`src/rtl/fir_frame_sequencer.sv`:
```
// fir_frame_sequencer
// Frame controller for a free-running FIR datapath. Feeds one sample per
// clock, pads every frame with TAPS-1 zeros so the whole convolution tail
// comes out, and tags the FIR outputs with valid/last after the pipeline delay.
module fir_frame_sequencer #(
  parameter int DW      = 16,
  parameter int OW      = 32,
  parameter int TAPS    = 17,
  parameter int FIR_LAT = 4,
  parameter int CNT_W   = 16
) (
  input  logic             clk,
  input  logic             rst,
  input  logic             s_valid,
  output logic             s_ready,
  input  logic [DW-1:0]    s_data,
  input  logic             s_last,
  output logic [DW-1:0]    fir_in,
  input  logic [OW-1:0]    fir_out,
  output logic             m_valid,
  output logic [OW-1:0]    m_data,
  output logic             m_last,
  output logic [CNT_W-1:0] frame_len,
  output logic             underrun,
  output logic             busy
);

  // Counter widths: flush counter reaches TAPS-1, drain counter reaches FIR_LAT.
  localparam int FL_W = $clog2(TAPS) + 1;
  localparam int DR_W = $clog2(FIR_LAT + 1) + 1;

  localparam logic [FL_W-1:0]  FL_LAST = FL_W'(TAPS - 2);
  localparam logic [DR_W-1:0]  DR_LAST = DR_W'(FIR_LAT);
  localparam logic [CNT_W-1:0] CNT_MAX = {CNT_W{1'b1}};

  typedef enum logic [1:0] {
    IDLE   = 2'd0,
    STREAM = 2'd1,
    FLUSH  = 2'd2,
    DRAIN  = 2'd3
  } state_t;

  state_t           state_reg, state_next;
  logic [DW-1:0]    fir_in_reg, fir_in_next;
  logic             tag_reg, tag_next;
  logic             tag_last_reg, tag_last_next;
  logic [CNT_W-1:0] cnt_reg, cnt_next;
  logic [CNT_W-1:0] cnt_inc;
  logic [CNT_W-1:0] frame_len_reg, frame_len_next;
  logic             underrun_reg, underrun_next;
  logic [FL_W-1:0]  flush_cnt_reg, flush_cnt_next;
  logic [DR_W-1:0]  drain_cnt_reg, drain_cnt_next;
  logic             ready_en_reg;
  logic             ready_c;

  // Tag pipe: one stage per clock of FIR latency.
  logic [FIR_LAT-1:0] tag_pipe_reg, tag_shift;
  logic [FIR_LAT-1:0] last_pipe_reg, last_shift;

  logic          m_valid_reg;
  logic          m_last_reg;
  logic [OW-1:0] m_data_reg;

  // Saturating increment of the frame sample counter.
  assign cnt_inc = (cnt_reg == CNT_MAX) ? cnt_reg : cnt_reg + CNT_W'(1);

  // Hold off acceptance for the first clock after reset release so that
  // s_ready reads 0 while rst is asserted, like every other output.
  always_ff @(posedge clk or negedge rst) begin
    if (!rst) begin
      ready_en_reg <= 1'b0;
    end else begin
      ready_en_reg <= 1'b1;
    end
  end

  // FSM state and datapath-side registers.
  always_ff @(posedge clk or negedge rst) begin
    if (!rst) begin
      state_reg     <= IDLE;
      fir_in_reg    <= '0;
      tag_reg       <= 1'b0;
      tag_last_reg  <= 1'b0;
      cnt_reg       <= '0;
      frame_len_reg <= '0;
      underrun_reg  <= 1'b0;
      flush_cnt_reg <= '0;
      drain_cnt_reg <= '0;
    end else begin
      state_reg     <= state_next;
      fir_in_reg    <= fir_in_next;
      tag_reg       <= tag_next;
      tag_last_reg  <= tag_last_next;
      cnt_reg       <= cnt_next;
      frame_len_reg <= frame_len_next;
      underrun_reg  <= underrun_next;
      flush_cnt_reg <= flush_cnt_next;
      drain_cnt_reg <= drain_cnt_next;
    end
  end

  // Next-state and next-register logic; the FIR never stalls, so every
  // state drives a defined sample (zero unless a real sample is accepted).
  always_comb begin
    state_next     = state_reg;
    fir_in_next    = '0;
    tag_next       = 1'b0;
    tag_last_next  = 1'b0;
    cnt_next       = cnt_reg;
    frame_len_next = frame_len_reg;
    underrun_next  = 1'b0;
    flush_cnt_next = flush_cnt_reg;
    drain_cnt_next = drain_cnt_reg;
    ready_c        = 1'b0;

    case (state_reg)
      IDLE: begin
        ready_c        = ready_en_reg;
        flush_cnt_next = '0;
        drain_cnt_next = '0;
        if (s_valid && ready_en_reg) begin
          fir_in_next = s_data;
          tag_next    = 1'b1;
          cnt_next    = CNT_W'(1);
          if (s_last) begin
            frame_len_next = CNT_W'(1);
            state_next     = FLUSH;
          end else begin
            state_next = STREAM;
          end
        end
      end

      STREAM: begin
        ready_c  = 1'b1;
        tag_next = 1'b1;
        cnt_next = cnt_inc;
        if (s_valid) begin
          fir_in_next = s_data;
          if (s_last) begin
            frame_len_next = cnt_inc;
            state_next     = FLUSH;
          end
        end else begin
          // Source gap mid-frame: a zero goes into the filter and counts
          // as a sample of the frame.
          underrun_next = 1'b1;
        end
      end

      FLUSH: begin
        tag_next       = 1'b1;
        flush_cnt_next = flush_cnt_reg + FL_W'(1);
        if (flush_cnt_reg == FL_LAST) begin
          tag_last_next = 1'b1;
          state_next    = DRAIN;
        end
      end

      DRAIN: begin
        drain_cnt_next = drain_cnt_reg + DR_W'(1);
        if (drain_cnt_reg == DR_LAST) begin
          state_next = IDLE;
        end
      end

      default: begin
        state_next = IDLE;
      end
    endcase
  end

  // Shift-in vectors for the tag pipe: stage 0 takes the tag registered
  // with fir_in, each later stage takes its predecessor.
  genvar gi;
  generate
    for (gi = 0; gi < FIR_LAT; gi++) begin : g_tag_pipe
      if (gi == 0) begin : g_head
        assign tag_shift[gi]  = tag_reg;
        assign last_shift[gi] = tag_last_reg;
      end else begin : g_body
        assign tag_shift[gi]  = tag_pipe_reg[gi-1];
        assign last_shift[gi] = last_pipe_reg[gi-1];
      end
    end
  endgenerate

  // Delay {tag, tag_last} by the FIR latency so they line up with fir_out.
  always_ff @(posedge clk or negedge rst) begin
    if (!rst) begin
      tag_pipe_reg  <= '0;
      last_pipe_reg <= '0;
    end else begin
      tag_pipe_reg  <= tag_shift;
      last_pipe_reg <= last_shift;
    end
  end

  // Output stage: register the FIR result together with its tags.
  always_ff @(posedge clk or negedge rst) begin
    if (!rst) begin
      m_valid_reg <= 1'b0;
      m_last_reg  <= 1'b0;
      m_data_reg  <= '0;
    end else begin
      m_valid_reg <= tag_pipe_reg[FIR_LAT-1];
      m_last_reg  <= last_pipe_reg[FIR_LAT-1];
      m_data_reg  <= fir_out;
    end
  end

  assign s_ready   = ready_c;
  assign fir_in    = fir_in_reg;
  assign m_valid   = m_valid_reg;
  assign m_last    = m_last_reg;
  assign m_data    = m_data_reg;
  assign frame_len = frame_len_reg;
  assign underrun  = underrun_reg;
  assign busy      = (state_reg != IDLE);

endmodule
```
`config.mk`:
```
export PLATFORM = sky130hd
export DESIGN_NAME = fir_frame_sequencer
export DESIGN_NICKNAME = d
export VERILOG_FILES = /design/src/rtl/fir_frame_sequencer.sv
export SDC_FILE = /design/constraint.sdc
export NUM_CORES = 1
export LEC_CHECK = 0
export CORE_MARGIN = 2
export CORE_UTILIZATION = 27
export CTS_CLUSTER_SIZE = 30
export DETAILED_ROUTE_END_ITERATION = 6
export PLACE_DENSITY = 0.53
export SYNTH_ARGS = -nofsm -noshare
export SYNTH_HDL_FRONTEND = slang
export SYNTH_SLANG_ARGS = --single-unit
```
`constraint.sdc`:
```
create_clock -name clk -period 2.5 [get_ports clk]
set_clock_uncertainty 0.1 [all_clocks]
set_input_delay 0.5 -clock clk [delete_from_list [all_inputs] [get_ports clk]]
set_output_delay 0.5 -clock clk [all_outputs]
set_load 0.01 [all_outputs]
```
* After elaboration in Yosys (flattened, before gate mapping)
Cells that the tools add are included.
Word-level totals: output and inout port bits 69, bits of input ports 52, bits in registers 106, word-level logic and storage cells 67
Cells by class: $add $sub $neg 3, mux-type cells 27, reduce and logical (&&, ||, !) cells 10, eq/ne operators 12
Operator list (count):
- $mux 16 | 8
- $pmux 16 s2 | 3
- $add 16x1->16 const B | 1
- $eq 16x16->1 const B | 1
- $mux 2 | 6
- $ne 2x2->1 const B | 6
- $pmux 6 s2 | 1
- $reduce_and 5->1 | 2
- $pmux 2 s4 | 1
- $pmux 4 s2 | 1
- $reduce_bool 2->1 | 4
- $add 6x1->6 const B | 1
- $eq 6x4->1 const B | 1
- $mux 1 | 5
- $add 4x1->4 const B | 1
- $eq 2x2->1 const B | 2
- $eq 4x3->1 const B | 1
- $pmux 1 s2 | 2
- $eq 2x1->1 const B | 1
- $logic_not 2->1 | 1
- $reduce_and 2->1 | 1
- $reduce_or 2->1 | 1
- $logic_and 1x1->1 | 1

* Depth between registers and ports, before layout
word-level depth 5, gate-level depth with buffers 8, mapped depth without buffers 6

* Worst setup path before layout
OpenSTA, ideal clock, no wires.
path kind flip-flop to flip-flop, start reg cnt_reg[0], end reg cnt_reg[6], buffers on the path 1, path slack 0.579 ns, setup time 0.126 ns, period minus slack after synthesis 1.921 ns, data arrival time 1.695 ns, data required time 2.274 ns, stages on the path, launching flop included 7, path through dfrtp_1 ha_1 and3_1 buf_2 nand3_1 a21o_1 a221o_1
Between the ends: longest elaborated chain between the ends 3, elaborated cells between the ends (all ways) 4, classes of those cells add/sub (1); eq/ne (1); mux (2)
Ends and longest elaborated chain:
- start: declaration | line 47 | logic [CNT_W-1:0] cnt_reg, cnt_next;
- start signal: assignment | line 94 | cnt_reg <= cnt_next;
- $add 16x1->16 or $eq 16x16->1 (tied branches) | line 65 | assign cnt_inc = (cnt_reg == CNT_MAX) ? cnt_reg : cnt_reg + CNT_W'(1);
- $mux 16 * | line 65
- $pmux 16 s2 * | line 116 | case (state_reg)
Every way passes the cells marked *; elsewhere a longest branch is shown, timed or not. A chain may end at the register's enable or synchronous reset.

* Final worst setup path
start reg state_reg[1], end out busy
Between the ends: longest elaborated chain between the ends 1
Ends and longest elaborated chain:
- start: declaration | line 43 | state_t state_reg, state_next;
- start signal: assignment | line 90 | state_reg <= state_next;
- $reduce_bool 2->1 | line 219 | assign busy = (state_reg != IDLE);
- end: declaration | line 25 | output logic busy
Every way passes these cells.

==> flow_metrics.env <==
export IMPL_slowest_delay_ps=550
export IMPL_ys_flop_type="dfrtp_1"
export IMPL_crit_arrival_ps=1750
export IMPL_die_w_um=131
export IMPL_largest_register_ffs=32
export IMPL_ys_top_cells_by_area="dfrtp_1 (60%), nand2_1 (3.2%), and3_1 (2.7%)"
export IMPL_clk_pin_slew_ps=70
export IMPL_synth_distinct_cells=52
export IMPL_fin_util_pct=39.1
export IMPL_clock_fmax_mhz=426
export IMPL_hpwl_um=7860
export IMPL_final_common_cell="clkdlybuf4s50_1"
export IMPL_rr_startpoint="state_reg[1]"
export IMPL_viasPerCell=4.63
export IMPL_initial_core_util_pct=27.6
export IMPL_postCtsSetupBuffers=0
export IMPL_status="completed"
export IMPL_die_area_um2=17300
export IMPL_h_tree_depth=3
export IMPL_die_h_um=131
export IMPL_synth_top_area_share_pct=60.5
export IMPL_critPathCaptureType="primary output"
export IMPL_synth_edf_count=0
export IMPL_hold_class="in2async"
export IMPL_cp_max_fo=8
export IMPL_grt_overflow=0
export IMPL_path_cells="inv_1 -> ha_4 -> inv_1 -> clkdlybuf4s50_1"
export IMPL_final_area_um2=6220
export IMPL_num_rows=46
export IMPL_synth_area_um2=4390
export IMPL_cpMostUsedCell="inv_1"
export IMPL_relSlewSlack_pct=44.5
export IMPL_final_cell_mix="clkdlybuf4s50_1 (118), dfrtp_1 (106), nand2_1 (37)"
export IMPL_worst_pin_slew_ps=828
export IMPL_reg2reg_depth=6
export IMPL_io_pins=121
export IMPL_coreArea_um2=15900
export IMPL_finalSetupViolCount=0
export IMPL_cts_max_path_buffers=2
export IMPL_grt_pass1_wl_um=18200
export IMPL_netlist_instances=375
export IMPL_num_antenna_cells=0
export IMPL_drt_iter0_drc=151
export IMPL_synth_seq_cells=106
export IMPL_hold_buffers=0
export IMPL_final_layout_size_suffix_gt1_share_pct=12.4
export IMPL_tritoncts="yes"
export IMPL_p_leak_nw=2.74
export IMPL_io_buffers=120
export IMPL_post_drt_wl_per_cell_um=15.1
export IMPL_period_minus_slack_ps=2350
export IMPL_synthArstFlopShare_pct=100
export IMPL_cts_buffers_inserted=9
export IMPL_vdd_drop_max_mv=0.287
export IMPL_clkLatencyLatePin_ps=350
export IMPL_cellPowerDensity_nw_per_um2=817
export IMPL_critPathKind="reg2out"
export IMPL_maxCapViolations=0
export IMPL_final_cells=723
export IMPL_synth_avg_cell_area_um2=11.7
export IMPL_ys_warn_count=0
export IMPL_grt_max_degree=52
export IMPL_post_route_drc_count=0
export IMPL_syn_nets=436
export IMPL_gp_congestion=0.781
export IMPL_crit_path_start_kind="flip-flop"
export IMPL_grt_pass1_vias=3369
export IMPL_antenna_found_initial=0
export IMPL_crit_path_top_delay_cell="clkdlybuf4s50_1"
export IMPL_setup_tns_final_ps=0
export IMPL_synth_area_leader_cell="dfrtp_1"
export IMPL_min_period_over_period_pct=93.8
export IMPL_place_inst=707
export IMPL_place_area_um2=5890
export IMPL_layout_nets=563
export IMPL_synth_seq_area_share_pct=60.5
export IMPL_num_vias=3351
export IMPL_rsz0062_at_grt="no"
export IMPL_cts_root_buf="clkbuf_16"
export IMPL_reg2reg_slack_ps=300
export IMPL_drtAntennaViolNets=0
export IMPL_syn_to_final_growth_pct=41.7
export IMPL_wl_um=10900
export IMPL_worstPathRequired_ps=1900
export IMPL_hold_slack_ps=71.2
export IMPL_rr_endpoint="cnt_reg[6]"
export IMPL_gr_usage_all_layers_pct=13.3
export IMPL_final_hold_viol_count=0
export IMPL_clkSinkCount=106
export IMPL_first_pass_iters=4
export IMPL_drv_slew=0
==> cell usage after synthesis, types with 2 or more instances <==
library cell	instances
a22oi_1	2
mux2i_1	6
o2bb2ai_1	2
or3_1	2
inv_1	9
nand4_4	2
nor3_1	10
buf_4	4
mux2_2	2
o21a_1	2
buf_6	2
clkbuf_1	8
nor2_1	19
a31o_2	5
and4_1	5
nand3_2	3
nand3b_1	2
dfrtp_1	106
a221o_1	4
ha_1	9
buf_2	12
o21ai_1	2
a31oi_1	5
o31ai_1	3
a21oi_1	17
a21o_1	3
nor4_2	3
a22o_1	5
nand4_1	9
o211ai_1	6
and3_1	19
o21ai_0	17
xnor2_1	5
nand3_1	11
nand2_1	37
==> layout make-up <==
type / count / area [um^2]
flip-flops and latches: 106 / 2650
multi-input cells: 234 / 1570
clock inverters: 6 / 70.1
fillers: 1528 / 9670
well taps: 216 / 270
inverters: 9 / 33.8
clock buffers: 10 / 239
repair buffers: 142 / 1380
==> through the flow <==
step           worst slack (ps)  power, W
5_1_grt                    85.2   0.00539
6_report                    155   0.00508
3_3_place_gp                221   0.00358
4_1_cts                    3.02   0.00515
3_5_place_dp                183   0.00361
2_1_floorplan               579   0.00287
==> repair_timing <==
action | 4_1_cts | 5_1_grt
hold endpoints to repair | 0 | 0
pin swaps | 0 | 0
setup endpoints to repair | 2 | 1
resized for setup | 3 | 2
==> kinds of logic after synthesis <==
family	synth area share [%]
AND/OR/NAND/NOR	16.9
buffers and inverters	4.02
AO/OA/AOI/OAI	12.9
adder cells (fa/ha/maj)	2.57
multiplexers	1.88
XOR/XNOR	1.20
other	0.0855
flip-flops	60.5
==> worst max-delay path by stage <==
stage	startpoint	endpoint	slack, ps	cells past startpoint
6_report	state_reg[1]	busy	150	4
5_1_grt	state_reg[1]	busy	90	4
4_1_cts	state_reg[0]	s_ready	3	5
3_5_place_dp	state_reg[0]	cnt_reg[6]	180	7
3_3_place_gp	s_valid	cnt_reg[6]	220	5
2_1_floorplan	cnt_reg[0]	cnt_reg[6]	580	6
==> power by group <==
group	switching, W	total, W	internal, W
registers	0.000124	0.00205	0.00193
logic	0.000843	0.00157	0.000727
clock network	0.000646	0.00146	0.000815
==> layer usage <==
layer / up-vias / GRT usage, % / routed length [um] / share of wire (%)
li1: 1602 / - / - / -
met5: - / 0 / 0 / 0
met4: 0 / 5.25 / 172 / 1.6
met2: 114 / 20.3 / 4890 / 45
met1: 1623 / 17.5 / 5100 / 47
met3: 12 / 4.40 / 779 / 7.1
==> critical path: cells and delay by family (launching register included) <==
kind / cells / cell delay (ps)
buffers and inverters: 3 / 780
adders and majority gates: 1 / 210
DFF: 1 / 410
Power figures use the tool's default switching activity.
